$ cat src/rtl/multi_key_led_pkg.sv
// Shared types and constants for the multi-key LED controller.
package multi_key_led_pkg;

  typedef enum logic [1:0] {
    IDLE     = 2'd0,
    PRESS_DB = 2'd1,
    HELD     = 2'd2,
    REL_DB   = 2'd3
  } key_state_t;

  localparam int unsigned NUM_KEYS = 4;
  localparam int unsigned KEY_ADD  = 0;
  localparam int unsigned KEY_SUB  = 1;
  localparam int unsigned KEY_SHL  = 2;
  localparam int unsigned KEY_SHR  = 3;

  // Counters only ever hold values up to (limit - 1), so clog2 of the largest limit suffices.
  function automatic int unsigned cnt_width(input int unsigned a, input int unsigned b,
                                            input int unsigned c);
    int unsigned m;
    m = (a > b) ? a : b;
    m = (m > c) ? m : c;
    return (m < 2) ? 1 : $clog2(m);
  endfunction

endpackage

$ cat src/rtl/multi_key_led_key_debounce_rep.sv
// One key channel: 2-flop synchronizer, debounce FSM and auto-repeat event generator.
module key_debounce_rep
  import multi_key_led_pkg::*;
#(
  parameter int unsigned DB_CYC  = 1000000,
  parameter int unsigned REP_DLY = 25000000,
  parameter int unsigned REP_PER = 5000000
) (
  input  logic clk,
  input  logic reset,
  input  logic key,
  output logic evt,
  output logic held
);

  localparam int unsigned   CW       = cnt_width(DB_CYC, REP_DLY, REP_PER);
  localparam logic [CW-1:0] DB_LAST  = CW'(DB_CYC - 1);
  localparam logic [CW-1:0] DLY_LAST = CW'(REP_DLY - 1);
  localparam logic [CW-1:0] PER_LAST = CW'(REP_PER - 1);
  localparam bit            REP_EN   = (REP_DLY > 0);

  logic [1:0]    sync;
  logic          key_low;
  key_state_t    state, state_nxt;
  logic [CW-1:0] cnt, cnt_nxt;
  logic          rep_armed, rep_armed_nxt;
  logic          evt_nxt;

  assign key_low = ~sync[1];
  assign held    = (state == HELD) || (state == REL_DB);

  always_ff @(posedge clk) begin
    if (reset) begin
      sync      <= 2'b11;
      state     <= IDLE;
      cnt       <= '0;
      rep_armed <= 1'b0;
      evt       <= 1'b0;
    end else begin
      sync      <= {sync[0], key};
      state     <= state_nxt;
      cnt       <= cnt_nxt;
      rep_armed <= rep_armed_nxt;
      evt       <= evt_nxt;
    end
  end

  // cnt is the debounce count in PRESS_DB/REL_DB and the repeat count in HELD.
  always_comb begin
    state_nxt     = state;
    cnt_nxt       = cnt;
    rep_armed_nxt = rep_armed;
    evt_nxt       = 1'b0;
    case (state)
      IDLE: begin
        if (key_low) begin
          state_nxt = PRESS_DB;
          cnt_nxt   = '0;
        end
      end
      PRESS_DB: begin
        if (!key_low) begin
          state_nxt = IDLE;
          cnt_nxt   = '0;
        end else if (cnt == DB_LAST) begin
          state_nxt     = HELD;
          cnt_nxt       = '0;
          rep_armed_nxt = 1'b0;
          evt_nxt       = 1'b1;
        end else begin
          cnt_nxt = cnt + CW'(1);
        end
      end
      HELD: begin
        if (!key_low) begin
          state_nxt = REL_DB;
          cnt_nxt   = '0;
        end else if (REP_EN) begin
          // First repeat waits REP_DLY, later ones REP_PER.
          if (cnt == (rep_armed ? PER_LAST : DLY_LAST)) begin
            cnt_nxt       = '0;
            rep_armed_nxt = 1'b1;
            evt_nxt       = 1'b1;
          end else begin
            cnt_nxt = cnt + CW'(1);
          end
        end
      end
      REL_DB: begin
        if (key_low) begin
          state_nxt     = HELD;
          cnt_nxt       = '0;
          rep_armed_nxt = 1'b0;
        end else if (cnt == DB_LAST) begin
          state_nxt = IDLE;
          cnt_nxt   = '0;
        end else begin
          cnt_nxt = cnt + CW'(1);
        end
      end
      default: begin
        state_nxt = IDLE;
        cnt_nxt   = '0;
      end
    endcase
  end

endmodule

$ cat src/rtl/multi_key_led.sv
// Four debounced keys driving add/sub/shift operations on an LED register.
module multi_key_led
  import multi_key_led_pkg::*;
#(
  parameter int unsigned       LED_W    = 8,
  parameter int unsigned       DB_CYC   = 1000000,
  parameter int unsigned       REP_DLY  = 25000000,
  parameter int unsigned       REP_PER  = 5000000,
  parameter int unsigned       WRAP     = 1,
  parameter int unsigned       ROTATE   = 0,
  parameter logic [LED_W-1:0]  LED_INIT = '0
) (
  input  logic             clk,
  input  logic             reset,
  input  logic [3:0]       key_in,
  output logic [LED_W-1:0] led,
  output logic [3:0]       key_evt,
  output logic [3:0]       key_held
);

  localparam logic [LED_W-1:0] ALL_ONES = '1;

  logic [LED_W-1:0] led_nxt;

  for (genvar g = 0; g < NUM_KEYS; g++) begin : g_key
    key_debounce_rep #(
      .DB_CYC (DB_CYC),
      .REP_DLY(REP_DLY),
      .REP_PER(REP_PER)
    ) u_key (
      .clk  (clk),
      .reset(reset),
      .key  (key_in[g]),
      .evt  (key_evt[g]),
      .held (key_held[g])
    );
  end

  // Highest-priority event wins; simultaneous lower-priority events are dropped.
  always_comb begin
    led_nxt = led;
    if (key_evt[KEY_ADD]) begin
      led_nxt = (WRAP == 0 && led == ALL_ONES) ? led : led + LED_W'(1);
    end else if (key_evt[KEY_SUB]) begin
      led_nxt = (WRAP == 0 && led == '0) ? led : led - LED_W'(1);
    end else if (key_evt[KEY_SHL]) begin
      led_nxt = {led[LED_W-2:0], (ROTATE != 0) ? led[LED_W-1] : 1'b0};
    end else if (key_evt[KEY_SHR]) begin
      led_nxt = {(ROTATE != 0) ? led[0] : 1'b0, led[LED_W-1:1]};
    end
  end

  always_ff @(posedge clk) begin
    if (reset) begin
      led <= LED_INIT;
    end else begin
      led <= led_nxt;
    end
  end

endmodule
$ cat config.mk
export PLATFORM = sky130hd
export DESIGN_NAME = multi_key_led
export DESIGN_NICKNAME = d
export VERILOG_FILES = /design/src/rtl/multi_key_led_pkg.sv /design/src/rtl/multi_key_led_key_debounce_rep.sv /design/src/rtl/multi_key_led.sv
export SDC_FILE = /design/constraint.sdc
export NUM_CORES = 1
export LEC_CHECK = 0
export CAP_MARGIN = 40
export CELL_PAD_IN_SITES_DETAIL_PLACEMENT = 0
export CELL_PAD_IN_SITES_GLOBAL_PLACEMENT = 1
export CORE_ASPECT_RATIO = 1.25
export CORE_UTILIZATION = 47
export CTS_CLUSTER_DIAMETER = 50
export DETAILED_ROUTE_END_ITERATION = 16
export PLACE_DENSITY_LB_ADDON = 0.15
export SLEW_MARGIN = 0
export SYNTH_ARGS = -nofsm -noshare
export SYNTH_HDL_FRONTEND = slang
export SYNTH_SLANG_ARGS = --single-unit
$ cat constraint.sdc
create_clock -name clk -period 3.35 [get_ports clk]
set_input_delay 1.005 -clock clk [delete_from_list [all_inputs] [get_ports clk]]
set_output_delay 1.005 -clock clk [all_outputs]
set_load 0.02 [all_outputs]
======== Word-level counts from Yosys, hierarchy flattened ========
Cells that the tools add are included.
operators by class
  add/subtract/negate cells ............... 6
  equality and inequality tests ........... 56
  muxes and demuxes ....................... 108
  reductions and logical operators ........ 21
operators by type and width
  kind                     count
  $mux W25                 28
  $pmux W25 S4             4
  $add A25 B1 Y25 const B  4
  $eq A25 B20 Y1 const B   4
  $eq A25 B25 Y1           4
  $mux W2                  24
  $ne A2 B2 Y1 const B     20
  $mux W1                  36
  $mux W8                  4
  $pmux W2 S4              4
  $reduce_and A6 Y1        4
  $eq A2 B2 Y1 const B     8
  $ne A2 B1 Y1 const B     8
  $reduce_and A4 Y1        4
  $ne A3 B1 Y1 const B     4
  $ne A3 B3 Y1 const B     4
  $pmux W1 S3              4
  $reduce_bool A3 Y1       4
  $add A8 B1 Y8 const B    1
  $eq A2 B1 Y1 const B     4
  $logic_not A2 Y1         4
  $pmux W1 S2              4
  $sub A8 B1 Y8 const B    1
  $logic_or A1 B1 Y1       4
  $reduce_bool A4 Y1       1
storage, ports and cells
  bits in registers ....................... 132
  bits of input ports ..................... 6
  output and inout bits ................... 16
  logic and storage cells ................. 212

======== Logic depth before layout (Yosys ltp) ========
  word-level depth ........................ 5
  mapped depth ............................ 9
  gate-level depth less buffers ........... 8

======== Modules after synthesis ========
Synthesis repeated with hierarchy kept, for this count alone.
unflattened totals
  cells, all modules ...................... 997
  area, all modules ....................... 8076.5 um2
by module, submodules not included
  module                                  times used  cells each  area each (um2)  seq. area each (um2)
  key_debounce_rep at g_key[0].u_key ...  3           218         1778.0           620.6
  key_debounce_rep at g_key[3].u_key      1           233         1925.6           620.6
  multi_key_led                           1           110         817.0            160.2

======== Least setup slack after synthesis ========
OpenSTA, ideal clock, no wires.
  kind .................................... register to register
  start point ............................. reg g_key[2].u_key.cnt[7]
  end point ............................... reg g_key[2].u_key.cnt[9]
  setup time .............................. 0.122 ns
  arrival time ............................ 2.212 ns
  data required time ...................... 3.228 ns
  setup slack ............................. 1.015 ns
  cell stages (with the launch flop) ...... 9
  path buffers ............................ 1
  period minus slack after synthesis ...... 2.335 ns
  cell sequence ........................... dfxtp_1 or4b_4 nor4_4 a41oi_2 o31ai_4 buf_6 a21oi_1 o21ai_1 o31ai_1
on the way
  cells in the longest elaborated chain, start to end .. 4
  elaborated cells between the ends (all ways) .. 9
  classes of those cells .................. add/sub: 1; eq/ne: 2; mux: 6
RTL lines
  item                                     line                                                                                                              RTL
  start, declared                          multi_key_led_key_debounce_rep.sv:25                                                                              logic [CW-1:0] cnt, cnt_nxt;
  start signal, assigned                   multi_key_led_key_debounce_rep.sv:42                                                                              cnt <= cnt_nxt;
  $add A25 B1 Y25 (tied with other cells)  multi_key_led_key_debounce_rep.sv:71, multi_key_led_key_debounce_rep.sv:85, multi_key_led_key_debounce_rep.sv:98
  $mux W25 (on tied branches)              multi_key_led_key_debounce_rep.sv:65, multi_key_led_key_debounce_rep.sv:94, multi_key_led_key_debounce_rep.sv:80
  $mux W25 (on tied branches)              multi_key_led_key_debounce_rep.sv:90, multi_key_led_key_debounce_rep.sv:75, multi_key_led_key_debounce_rep.sv:62
  $pmux W25 S4 (*)                         multi_key_led_key_debounce_rep.sv:54                                                                              case (state)
Mark *: on every way between the ends. The rest lies on a longest branch, timed or not.
A chain may end at the register's enable or synchronous reset.

======== Worst setup path in the final report ========
  start point ............................. reg g_key[2].u_key.state[0]
  end point ............................... out key_held[2]
on the way
  cells in the longest elaborated chain, start to end .. 2
  elaborated cells between the ends (all ways) .. 3
  classes of those cells .................. eq/ne: 2; reduce/logical: 1
RTL lines
  item                    line                                  RTL
  start, declared         multi_key_led_key_debounce_rep.sv:24  key_state_t state, state_nxt;
  start signal, assigned  multi_key_led_key_debounce_rep.sv:41  state <= state_nxt;
  $eq A2 B2 Y1            multi_key_led_key_debounce_rep.sv:30  assign held = (state == HELD) || (state == REL_DB);
  $logic_or A1 B1 Y1 (*)  multi_key_led_key_debounce_rep.sv:30
  end, declared           multi_key_led.sv:18                   output logic [3:0] key_held
Marks and branches as above.

==> results.yml <==
outcome:
  status: "finished clean"
grt:
  met3_usage_pct: 4.11
  use_met2_pct: 37.2
  grt_use_met1_pct: 29.9
  grt_pass1_vias: 6287
  overflow: 0
  grt_pass1_wl_mm: 30.4
  grtUsageTotal_pct: 22.6
  grt_max_degree: 28
  top_usage_layer: "met2"
  antenna_found_initial: 0
synth:
  synth_nets: 1026
  yosysTopAreaCell: "dfxtp_1"
  synth_ff_type: "dfxtp_1"
  synth_edf_count: 0
  synth_top_area_share_pct: 34.6
  ys_seq_elements: 132
  avgSynthCellArea_um2: 7.69
  synthArstFlopShare_pct: 0
  synth_seq_area_share_pct: 34.6
  synth_area_mm2: 0.00764
  yosysWarnings: 0
  yosysUniqueCellTypes: 67
  synth_area_leaders: "dfxtp_1, nand2_1, nand3_1, o21ai_0, ha_1"
  syn_inst: 994
critical_path:
  worstRegToRegCells: 8
  r2r-end: "g_key[1].u_key.cnt[8]$_SDFFE_PP0P_"
  cp_data_required_time_ps: 2340
  start_kind: "flip-flop"
  worstSetupEndpoint: "key_held[2]"
  startpoint: "g_key[2].u_key.state[0]$_SDFFE_PP0P_"
  rr_startpoint: "g_key[1].u_key.cnt[6]$_SDFFE_PP0P_"
  worstSetupEndpointType: "output port"
  crit_arrival_ps: 2130
  cp_max_fo: 7
  r2r_slack_ps: 620
  critPathKind: "reg2out"
clock_tree:
  cts_resized: 0
  postCtsSetupRepairBufs: 0
  worst_skew_pair.late_latency_ps: 420
  cts_htree_levels: 4
  clock_sinks: 132
  cts-buffers-inserted: 17
  hold_buffers: 0
  clk_pin_slew_worst_paths_ps: 60
  max-clock-path-buffers: 2
  tritoncts: "built"
  clockRootBuffer: "clkbuf_16"
pwr:
  power_switching_mw: 0.912
  p_seq_share_pct: 42.3
  leakage_nw: 2.95
  p_clk_share_pct: 49.2
  power_density_mw_per_mm2: 444
  p_comb_share_pct: 8.5
  sw_frac_of_total_pct: 23.9
  ir_worst_vdd_v: 0.000316
  cellInternalPower_mw: 2.91
  total_power_mw: 3.82
hold_path:
  worstHoldPathType: "reg2reg"
sta:
  hold_violations: 0
  drv_slew: 0
  tns_ps: 0
  finalCritPeriodShare_pct: 93.5
  holdWs_ps: 411
  maxClockFrequency_ghz: 0.319
  setup_viol: 0
  clock_skew_ps: 8.50
  max-slew-margin-rel_pct: 38.9
  tightest_slew_ps: 914
  fin_crit_ps: 3130
  rsz0062_at_grt: "no"
finish:
  area_delta_synth_final_pct: 12.5
  final_net_count: 1029
  instances_no_fill: 1220
  fin_util_pct: 54.5
  diodes: 0
  fill_cells: 1560
  final_cell_mix: "nand2_1, dfxtp_1, nand3_1"
  mostFrequentLayoutCell: "nand2_1"
  layout-drive-gt1-share_pct: 8.13
floorplanning:
  die-area_mm2: 0.0168
  fp.dieW_um: 116
  core_area_mm2: 0.0158
  initial_utilization_pct: 48.5
  die_h_um: 145
  io_pins: 22
  row_count: 51
placement:
  gp_congestion: 0.777
  dp_hpwl_mm: 12.1
  io_buffers: 21
  dp_cells: 1190
drt:
  wl_per_cell_um: 14.5
  routed_wl_mm: 17.7
  drc: 0
  antenna_left: 0
  drt_iter0_drc: 444
  vias: 7027
  vias_per_cell: 5.76
  dr.pass1.iters: 5
job:
  maxCapViolations: 0
-- state kept, by name, indices dropped and copies added, names as in the netlist, named ones only --
signal and cells:
g_key.u_key.rep_armed 4, led 8, g_key.u_key.sync 8, g_key.u_key.evt 4, g_key.u_key.cnt 100, g_key.u_key.state 4
-- how the worst min path moves through the flow --
stage / start / endpoint / slack (ps) / cells past startpoint
2_1_floorplan: g_key[0].u_key.sync[0]$_SDFF_PP1_ / g_key[0].u_key.sync[1]$_SDFF_PP1_ / 390 / 1
3_3_place_gp: g_key[3].u_key.sync[0]$_SDFF_PP1_ / g_key[3].u_key.sync[1]$_SDFF_PP1_ / 390 / 1
3_5_place_dp: g_key[3].u_key.sync[0]$_SDFF_PP1_ / g_key[3].u_key.sync[1]$_SDFF_PP1_ / 400 / 1
4_1_cts: g_key[3].u_key.sync[0]$_SDFF_PP1_ / g_key[3].u_key.sync[1]$_SDFF_PP1_ / 410 / 1
5_1_grt: g_key[2].u_key.sync[0]$_SDFF_PP1_ / g_key[2].u_key.sync[1]$_SDFF_PP1_ / 420 / 1
6_report: g_key[3].u_key.sync[0]$_SDFF_PP1_ / g_key[3].u_key.sync[1]$_SDFF_PP1_ / 410 / 1
-- cell type report --
type	count	area [um^2]	area share [%]
Multi-Input combinational cell	774	4620	53.8
Sequential cell	132	2640	30.7
Clock buffer	19	453	5.27
Timing Repair Buffer	38	348	4.05
Tap cell	212	265	3.09
Clock inverter	11	135	1.57
Inverter	34	128	1.48
-- routing by layer --
metal  share of wire (%)  wire [um]  up-vias
met5                   0          0        -
met4                 1.0        182        0
met3                 2.5        446       15
met2                  47       8350       81
met1                  49       8720     3281
li1                    -          -     3650
-- power by group through the flow --
| stage | logic (mW) | registers (mW) | clock network (mW) |
|---|---|---|---|
| after global placement | 0.325 | 1.65 | 0 |
| after floorplan | 0.247 | 1.64 | 0 |
| final | 0.326 | 1.61 | 1.88 |
| after global routing | 0.372 | 1.62 | 1.98 |
| after CTS | 0.329 | 1.61 | 1.91 |
| after detailed placement | 0.327 | 1.65 | 0 |
-- critical path: stages (launching register included) --
cell and delay [ps]:
dfxtp_1 430, inv_1 110, ha_1 290, or2_2 340
clkdlybuf4s50_1 540
-- per-stage QoR --
stage	area, um^2	setup slack, ps
CTS	8600	189
global placement	7970	557
global route	8600	82.6
floorplan	7640	1020
finish	8600	218
detailed placement	8010	641
-- logic make-up (layout without fill, tap and decap cells) --
kind of cell	after synthesis	in the layout	synth area share, %
fa+ha+maj	26	26	4.26
flops	132	132	34.6
simple gates	488	488	32.6
mux	9	9	1.24
compound gates	230	230	20.0
buf+inv	88	102	4.91
xor+xnor	21	21	2.41
-- cell usage after synthesis (7+ instances only) --
cell      instances
and3_1           23
o21ai_0          66
and2_1            8
dfxtp_1         132
a31oi_1          12
nand4_1          24
o31ai_1          11
nor2b_1           8
or3_1            24
clkbuf_1         33
xnor2_1          10
ha_1             26
nand3_1          87
a221oi_1          7
nor3_1           26
nand3b_1          7
xor2_1           11
inv_1            34
and4_1            8
buf_4             8
nor4_1           13
a22o_1            9
a211oi_1         14
nand2_1         147
o311ai_0         25
nand2b_1          8
nor2_1           65
a21oi_1          37
o21ai_1          12
or2_2            19
Note: power is estimated with default switching activity, not from simulation.
